`src/rtl/hazard_detection_unit.sv`:
```
`default_nettype none
//------------------------------------------------------------------------------
// Module   : hazard_detection_unit
// Brief    : ID-stage hazard control for the 5-stage RISC-V pipeline.
//            Resolves load-use stalls, data-memory wait freezes (with timeout)
//            and taken-branch flushes. Optional stall performance counters
//            are built only when HAZARD_PERF_EN is defined; otherwise the
//            counter outputs are tied to zero.
// Revision : 1.0 - initial release
//------------------------------------------------------------------------------
module hazard_detection_unit #(
  parameter int MEM_TIMEOUT = 64,
  parameter int CNT_W       = 16
) (
  input  logic             CLK,
  input  logic             RESET,
  input  logic [4:0]       Rs1_ID,
  input  logic [4:0]       Rs2_ID,
  input  logic             Uses_rs1_ID,
  input  logic             Uses_rs2_ID,
  input  logic [4:0]       Rd_EX,
  input  logic             MemRead_EX,
  input  logic             Branch_taken_EX,
  input  logic             MemReq_MEM,
  input  logic             Mem_ready,
  output logic             PCWrite,
  output logic             IFIDWrite,
  output logic             IDEXWrite,
  output logic             EXMEMWrite,
  output logic             Bubble_IDEX,
  output logic             Flush_IFID,
  output logic             Mem_timeout,
  output logic [CNT_W-1:0] Load_use_cnt,
  output logic [CNT_W-1:0] Mem_wait_cnt,
  output logic [CNT_W-1:0] Flush_cnt
);

  // Wait counter must be able to hold MEM_TIMEOUT itself.
  localparam int c_WAIT_W = $clog2(MEM_TIMEOUT + 1);
  localparam logic [c_WAIT_W-1:0] c_TIMEOUT = c_WAIT_W'(MEM_TIMEOUT);
  localparam logic [c_WAIT_W-1:0] c_ONE     = c_WAIT_W'(1);

  typedef enum logic [1:0] {
    ST_RUN      = 2'd0,
    ST_MEM_WAIT = 2'd1,
    ST_ERROR    = 2'd2
  } state_t;

  state_t              r_state;
  logic [c_WAIT_W-1:0] r_wait_cnt;
  logic                r_mem_timeout;

  logic w_mem_stall;
  logic w_freeze;
  logic w_load_use;
  logic w_do_load_use;
  logic w_do_flush;

  assign w_mem_stall = MemReq_MEM && !Mem_ready;
  assign w_freeze    = w_mem_stall || (r_state == ST_ERROR);

  // x0 never carries a real dependency, and only operands actually read count.
  assign w_load_use = MemRead_EX && (Rd_EX != 5'd0) &&
                      ((Uses_rs1_ID && (Rs1_ID == Rd_EX)) ||
                       (Uses_rs2_ID && (Rs2_ID == Rd_EX)));

  // A branch squashes the ID instruction, so it outranks a load-use match.
  assign w_do_flush    = !w_freeze && Branch_taken_EX;
  assign w_do_load_use = !w_freeze && !Branch_taken_EX && w_load_use;

  // Zero-latency pipeline controls; freeze holds every stage untouched.
  always_comb begin
    PCWrite     = 1'b1;
    IFIDWrite   = 1'b1;
    IDEXWrite   = 1'b1;
    EXMEMWrite  = 1'b1;
    Bubble_IDEX = 1'b0;
    Flush_IFID  = 1'b0;
    if (w_freeze) begin
      PCWrite    = 1'b0;
      IFIDWrite  = 1'b0;
      IDEXWrite  = 1'b0;
      EXMEMWrite = 1'b0;
    end else if (w_do_flush) begin
      Flush_IFID  = 1'b1;
      Bubble_IDEX = 1'b1;
    end else if (w_do_load_use) begin
      PCWrite     = 1'b0;
      IFIDWrite   = 1'b0;
      Bubble_IDEX = 1'b1;
    end
  end

  // Memory-wait FSM: tracks consecutive wait cycles and latches the timeout error.
  always_ff @(posedge CLK or posedge RESET) begin
    if (RESET) begin
      r_state       <= ST_RUN;
      r_wait_cnt    <= '0;
      r_mem_timeout <= 1'b0;
    end else begin
      case (r_state)
        ST_RUN: begin
          if (w_mem_stall) begin
            r_wait_cnt <= c_ONE;
            if (c_ONE >= c_TIMEOUT) begin
              r_state       <= ST_ERROR;
              r_mem_timeout <= 1'b1;
            end else begin
              r_state <= ST_MEM_WAIT;
            end
          end
        end
        ST_MEM_WAIT: begin
          if (!MemReq_MEM || Mem_ready) begin
            r_state    <= ST_RUN;
            r_wait_cnt <= '0;
          end else begin
            r_wait_cnt <= r_wait_cnt + c_ONE;
            if ((r_wait_cnt + c_ONE) >= c_TIMEOUT) begin
              r_state       <= ST_ERROR;
              r_mem_timeout <= 1'b1;
            end
          end
        end
        ST_ERROR: begin
          r_state       <= ST_ERROR;
          r_mem_timeout <= 1'b1;
        end
        default: begin
          r_state    <= ST_RUN;
          r_wait_cnt <= '0;
        end
      endcase
    end
  end

  assign Mem_timeout = r_mem_timeout;

`ifdef HAZARD_PERF_EN
  logic [CNT_W-1:0] r_load_use_cnt;
  logic [CNT_W-1:0] r_mem_wait_cnt;
  logic [CNT_W-1:0] r_flush_cnt;

  // Saturating event counters, one increment per cycle the hazard is acted on.
  always_ff @(posedge CLK or posedge RESET) begin
    if (RESET) begin
      r_load_use_cnt <= '0;
      r_mem_wait_cnt <= '0;
      r_flush_cnt    <= '0;
    end else begin
      if (w_do_load_use && (r_load_use_cnt != '1))
        r_load_use_cnt <= r_load_use_cnt + 1'b1;
      if (w_freeze && (r_mem_wait_cnt != '1))
        r_mem_wait_cnt <= r_mem_wait_cnt + 1'b1;
      if (w_do_flush && (r_flush_cnt != '1))
        r_flush_cnt <= r_flush_cnt + 1'b1;
    end
  end

  assign Load_use_cnt = r_load_use_cnt;
  assign Mem_wait_cnt = r_mem_wait_cnt;
  assign Flush_cnt    = r_flush_cnt;
`else
  assign Load_use_cnt = '0;
  assign Mem_wait_cnt = '0;
  assign Flush_cnt    = '0;
`endif

endmodule
`default_nettype wire

```
`config.mk`:
```
export PLATFORM = sky130hd
export DESIGN_NAME = hazard_detection_unit
export DESIGN_NICKNAME = d
export VERILOG_FILES = /design/src/rtl/hazard_detection_unit.sv
export SDC_FILE = /design/constraint.sdc
export NUM_CORES = 1
export LEC_CHECK = 0
export ABC_AREA = 0
export BUFFER_PORTS_ARGS = -buffer_cell sky130_fd_sc_hd__buf_4
export CORE_AREA = 2 2 42 73
export CTS_BUF_LIST = sky130_fd_sc_hd__clkbuf_4 sky130_fd_sc_hd__clkbuf_8 sky130_fd_sc_hd__clkbuf_16
export DETAILED_ROUTE_END_ITERATION = 7
export DIE_AREA = 0 0 44 75
export PLACE_DENSITY = 0.8
export REMOVE_ABC_BUFFERS = 1
export SLEW_MARGIN = 30
export SYNTH_ARGS = -nofsm -noshare
export SYNTH_HDL_FRONTEND = slang
export SYNTH_SLANG_ARGS = --single-unit
```
`constraint.sdc`:
```
create_clock -name CLK -period 3.1 [get_ports CLK]
set_input_delay 0.62 -clock CLK [delete_from_list [all_inputs] [get_ports CLK]]
set_output_delay 0.62 -clock CLK [all_outputs]
set_load 0.02 [all_outputs]
```
==> metrics.md, run 1 <==
| Metric | Value |
|---|---|
| Status | finished clean |
| CP Capture Point | Bubble_IDEX |
| Register bit total from synthesis | 10 |
| DIE HEIGHT | 75 µm |
| Initial antenna violation count | 0 |
| Initial Util | 0.421 |
| P_leak | 0.649 nW |
| Post-CTS setup buffer count | 0 |
| Synth top area share | 0.331 |
| # DRC | 0 |
| Max-slew violation count | 0 |
| H-tree depth | 1 |
| Post-layout net count | 197 |
| Skew-Pair Late Insertion Delay | 0.25 ns |
| Layout cell share with drive strength beyond 1 | 0.207 |
| Resize count post-CTS | 0 |
| Crit path kind | input pin to primary output |
| FF-to-FF Start | r_wait_cnt[0] |
| Maximum vdd drop | 0.281 mV |
| Largest net degree at the start of global routing | 11 |
| Clock sink count | 10 |
| Worst EP required | 2.48 ns |
| Synth top cells by count | buf_4, dfrtp_1, o21ai_0 |
| CTS tree | done |
| Routed via count divided by cell count | 4.66 |
| Vias | 914 |
| Placement Rows | 25 |
| Fillers | 274 |
| Final TNS setup | 0 ns |
| CTS Hold Buffers Added | 0 |
| Max-cap violations | 0 |
| Worst Setup SP | Rd_EX[2] |
| Power per cell area | 445 nW/µm² |
| Crit path launch type | input pin |
| Final ANT Viol Nets | 0 |
| Area delta synth->final | 9.50% |
| Final setup vio count | 0 |
| Count of TritonRoute iterations in the first routing pass | 4 |
| Max Root-Sink Buffers | 2 |
| CP Capture Type | primary output |
| Crit path DAT | 1.88 ns |
| Core ar. | 2690 µm² |
| RD Place Congestion | 0.767 |
| Flop-to-flop setup slack | 1.40 ns |
| Critical path depth in cells | 6 |
| Syn avg cell area | 8.15 µm² |
| Total wire length | 2.19 mm |
| Hold WC Path Type | input pin to async pin |
| GRT overflow | 0 |
| RSZ-0062 raised after global routing | no |
| DIE AREA | 3300 µm² |
| Synth Cell Area | 1130 µm² |
| Most used cell, CP | buf_4 |
| Period utilization | 0.808 |
| Antenna diodes | 0 |
| Hold Fails Final Rpt | 0 |
| Synth area leader | buf_4 |
| All-Layer GR Usage | 0.149 |
| EDFF count, synth | 0 |
| Root buf cell | clkbuf_8 |
| Kind of cell adding the most delay to the critical path | compound AO/OA/AOI/OAI gates |
| CP Cell Sequence | buf_4 > xor2_1 > nor4_1 > a32oi_1 > o41ai_1 > buf_4 |
| Syn. warnings | 0 |
| Top post-synthesis cells by area | buf_4, dfrtp_1, xor2_1 |
| Cells after synthesis | 139 |
| Final core occ | 0.461 |
| Worst R2R End | r_state[0] |
| Routed len/inst | 11.2 µm |
| Post-layout min period | 2.50 ns |
| Number of global-route vias before repair | 855 |
| First-pass GRT wire length | 3.48 mm |
| CTS buffer count | 3 |
| Clock slew at reported path FFs | 0.05 ns |
| HPWL after DPL | 1.81 mm |
| Worst Skew | 0.00383 ns |
| Die width | 44 µm |
| Critical path's largest stage delay | 0.33 ns |
| Slowest CP cell | o41ai_1 |
| Initial drt markers | 16 |
| CP bufs+invs | 2 |
| Register area share after synthesis | 0.221 |
| FF-to-FF path depth | 5 |
| Post-synth ARST share | 1.00 |
| Ys flop type | dfrtp_1 |
| Worst Path Max Fanout | 3 |
| Peak Freq | 0.399 GHz |
| Most frequent cell after synthesis | buf_4 |
| Port buffer count | 29 |
| Synth cell types | 34 |
| # IOs | 78 |
==> where the power goes <==
group / switching [mW] / leakage, nW / internal (mW)
combinational: 0.148 / 0.489 / 0.0735
clock: 0.0591 / 0.0288 / 0.112
sequential: 0.0133 / 0.131 / 0.146
==> layout by cell type (no fill, tap or decap), types with 4 or more instances in the layout <==
cell and instances:
buf_4 29, clkbuf_8 4, conb_1 48, dfrtp_1 10
ha_1 4, inv_1 6, nand2_1 9, nor2_1 9
o21ai_0 10, xor2_1 8
==> registers in the layout, summed over array words and instances, names as in the netlist <==
signal       cells
Mem_timeout      1
r_state          2
r_wait_cnt       7
==> through the flow <==
stage	hold slack (ns)	power (mW)	std cells	worst slack (ns)	instance area [µm²]
after floorplan	0.460	0.317	136	0.520	933
after global placement	0.475	0.378	192	0.576	1180
after detailed placement	0.486	0.381	192	0.594	1180
after CTS	0.370	0.556	196	0.593	1240
after global routing	0.393	0.589	196	0.523	1240
final	0.359	0.552	196	0.595	1240
==> worst min path at each step <==
stage               cells after the start             to  slack (ns)
floorplan                               1    Mem_timeout        0.46
global placement                        2    Mem_timeout        0.47
detailed placement                      2    Mem_timeout        0.49
global route                            2  r_wait_cnt[5]        0.39
finish                                  2  r_wait_cnt[5]        0.36
CTS                                     2  r_wait_cnt[5]        0.37
==> worst reg2reg max path: stages, from the launching register on <==
cell and delay (ns):
dfrtp_1 0.38, ha_1 0.22, nand3_2 0.13, or3_1 0.39, and2_4 0.18, a221o_1 0.28
==> layout make-up <==
class                           count  area [µm²]  area share
Clock buffer                        4        55.1      0.0444
Inverter                            6        22.5      0.0182
Sequential cell                    10         250       0.202
Timing Repair Buffer               29         218       0.176
Multi-Input combinational cell    120         661       0.533
Tap cell                           27        33.8      0.0272
==> per-layer routing <==
metal | up-vias | part of all wire | routed length (µm) | GRT usage
met4 | 0 | 0.040 | 88 | 0.114
met3 | 7 | 0.12 | 256 | 0.0264
met5 | - | 0 | 0 | 0
met2 | 72 | 0.54 | 1190 | 0.284
met1 | 408 | 0.30 | 658 | 0.131
li1 | 427 | - | - | -
==> cell families (layout without fill, tap and decap cells) <==
family,Yosys count,in the layout,synth area share
and+or+nand+nor,34,34,0.152
other,1,48,0.00331
muxes,1,1,0.00884
adders and majority gates,4,4,0.0442
buffers and inverters,56,39,0.351
DFF,10,10,0.221
AOI/OAI and AO/OA,22,22,0.122
xor gates and xnor gates,11,11,0.0972
No activity file was read; power rests on OpenSTA's default activity.
==> inputs of run 2 (changes only) <==
--- a/config.mk
+++ b/config.mk
@@ -7,11 +7,11 @@
 export LEC_CHECK = 0
 export ABC_AREA = 0
 export BUFFER_PORTS_ARGS = -buffer_cell sky130_fd_sc_hd__buf_4
-export CORE_AREA = 2 2 42 73
+export CORE_AREA = 2 2 45 79
 export CTS_BUF_LIST = sky130_fd_sc_hd__clkbuf_4 sky130_fd_sc_hd__clkbuf_8 sky130_fd_sc_hd__clkbuf_16
 export DETAILED_ROUTE_END_ITERATION = 7
-export DIE_AREA = 0 0 44 75
-export PLACE_DENSITY = 0.8
+export DIE_AREA = 0 0 47 81
+export PLACE_DENSITY = 0.72
 export REMOVE_ABC_BUFFERS = 1
 export SLEW_MARGIN = 30
 export SYNTH_ARGS = -nofsm -noshare
==> constraint.sdc (replaced) <==
create_clock -name CLK -period 2.3 [get_ports CLK]
set_input_delay 0.46 -clock CLK [delete_from_list [all_inputs] [get_ports CLK]]
set_output_delay 0.46 -clock CLK [all_outputs]
set_load 0.02 [all_outputs]
==> run 2 against run 1 <==
Compared with the run above: design area is 2.4% higher; worst hold slack worse by 0.17 ns; combinational power is 37% higher; clock-buffer cell count stayed put; via count is 0.88% higher; routed wire length is 0.14% lower; sequential share of layout area is 0.48 points lower; register-to-register slack worse by 0.83 ns; clock power is 39% higher; global-route usage is 1.4 points lower; total power is 37% higher.
==> metrics.md, run 2 (same netlist as run 1, synthesis figures left out) <==
| Metric | Value |
|---|---|
| Largest register FFs | 7 (unchanged) |
| Max-slew violation count | 0 (unchanged) |
| # IOs | 78 (unchanged) |
| CTS buffer count | 3 (unchanged) |
| Clock sink count | 10 (unchanged) |
| Slowest CP cell | or4_1 |
| Layout cell share with drive strength beyond 1 | 0.213 (+0.00592) |
| CP Capture Type | primary output |
| Initial Util | 0.351 (-0.0696) |
| Met3 routed WL | 256 µm (unchanged) |
| Met2 Routed Length | 1.16 mm (-2.3%) |
| Post-Route M1 WL | 655 µm (-0.46%) |
| Post-CTS setup buffer count | 0 (unchanged) |
| Crit path kind | input pin to primary output |
| Resize count post-CTS | 0 (unchanged) |
| Worst Path Max Fanout | 3 (unchanged) |
| Clock slew at reported path FFs | 0.05 ns (about the same) |
| Most common cell after layout, fill and taps aside | conb_1 |
| Max-cap violations | 0 (unchanged) |
| Most used cell, CP | buf_4 |
| FF-to-FF Start | r_wait_cnt[0] |
| CTS Hold Buffers Added | 0 (unchanged) |
| Highest Signal Layer | met4 |
| Status | finished clean |
| Final setup vio count | 0 (unchanged) |
| DIE AREA | 3810 µm² (+15%) |
| Post-layout min period | 2.25 ns |
| Final ANT Viol Nets | 0 (unchanged) |
| Vias | 922 (+0.88%) |
| Hold WC Path Type | input pin to async pin |
| HPWL after DPL | 1.83 mm (+1.1%) |
| Port buffer count | 29 (unchanged) |
| Power per cell area | 594 nW/µm² (+34%) |
| Hold Fails Final Rpt | 0 (unchanged) |
| All-Layer GR Usage | 0.136 (-0.0137) |
| Placement Rows | 28 (+12%) |
| Area delta synth->final | 12.2% |
| P_leak | 0.653 nW (+0.63%) |
| Count of TritonRoute iterations in the first routing pass | 4 (unchanged) |
| Total wire length | 2.19 mm (-0.14%) |
| Commonest cells after routing, fill and taps aside | conb_1, buf_4, dfrtp_1, o21ai_0 |
| Peak Freq | 0.444 GHz |
| Crit path launch type | input pin |
| Crit path DAT | 1.79 ns (-0.09 ns) |
| # DRC | 0 (unchanged) |
| First-pass GRT wire length | 3.53 mm (+1.2%) |
| Worst EP required | 1.84 ns (-0.64 ns) |
| Number of global-route vias before repair | 844 (-1.3%) |
| CTS tree | done |
| Initial drt markers | 17 (+1) |
| Period utilization | 0.978 |
| Post-Place Cells | 210 (+9.4%) |
| Routed via count divided by cell count | 4.31 (-7.6%) |
| Core ar. | 3220 µm² (+20%) |
| GRT overflow | 0 (unchanged) |
| Critical path's largest stage delay | 0.50 ns (+0.17 ns) |
| Pwr Total | 0.755 mW (+37%) |
| Maximum vdd drop | 0.382 mV (+36%) |
| Non-filler cells, final | 214 (+9.2%) |
| H-tree depth | 1 (unchanged) |
| Root buf cell | clkbuf_8 |
| DIE HEIGHT | 81 µm (+8.0%) |
| Worst Skew | 0.00168 ns (-0.00215 ns) |
| Max Root-Sink Buffers | 2 (unchanged) |
| Initial antenna violation count | 0 (unchanged) |
| Worst Setup SP | Rd_EX[1] |
| RD Place Congestion | 0.872 (+14%) |
| Min Hold Slack | 0.189 ns (-0.170 ns) |
| Die width | 47 µm (+6.8%) |
| Final TNS setup | 0 ns (unchanged) |
| Antenna diodes | 0 (unchanged) |
| Routed len/inst | 10.2 µm (-8.5%) |
| Top reg by flops | r_wait_cnt |
| Skew-Pair Late Insertion Delay | 0.25 ns (about the same) |
| CP Cell Sequence | buf_4 > or4_1 > o21ai_0 > o31a_1 > buf_4 |
| Largest net degree at the start of global routing | 11 (unchanged) |
| Post-layout net count | 197 (unchanged) |
-- run 2: cell counts in the layout (fill, tap and decap cells not counted) --
Identical to the previous run, type by type.
-- run 2: cell type report --
type | count | area [µm²]
Clock buffer | 4 | 55.1
Fill cell | 347 | 1950
Inverter | 6 | 22.5
Multi-Input combinational cell | 120 | 668
Sequential cell | 10 | 250
Tap cell | 45 | 56.3
Timing Repair Buffer | 29 | 218
-- run 2: metal layers --
metal | vias to the layer above | global-route usage
met1 | 405 | 0.116
met5 | - | 0
met2 | 79 | 0.229
met4 | 0 | 0.131
met3 | 11 | 0.0378
li1 | 427 | -
-- run 2: report_power, final --
group | switching [mW] | total, mW | internal, mW
logic | 0.202 | 0.303 | 0.101
clock network | 0.0850 | 0.237 | 0.152
registers | 0.0182 | 0.215 | 0.196
-- run 2: worst paths after layout --
check                                endpoint  slack (ns)  cells past startpoint
min in group CLK                  Mem_timeout        0.50                      2
worst max register to register     r_state[0]        0.57                      5
worst max-delay path                  PCWrite        0.05                      5
worst min-delay path              Mem_timeout        0.19                      2
worst min register to register    Mem_timeout        0.50                      2
max in group asynchronous       r_wait_cnt[2]        1.83                      2
-- run 2: stage by stage --
step / instance area, µm² / utilization / setup WS [ns]
after detailed placement: 1210 / 0.375 / 0.0872
final: 1270 / 0.394 / 0.0501
after global placement: 1210 / 0.375 / 0.0660
after global routing: 1270 / 0.394 / -0.00462
after floorplan: 933 / - / 0.0367
after CTS: 1260 / 0.392 / 0.0753
-- run 2: critical path: cells and delay by family --
kind / cells / cell delay (ns)
AND/OR/NAND/NOR: 1 / 0.50
buffers and inverters: 2 / 0.27
AO/OA/AOI/OAI: 2 / 0.56
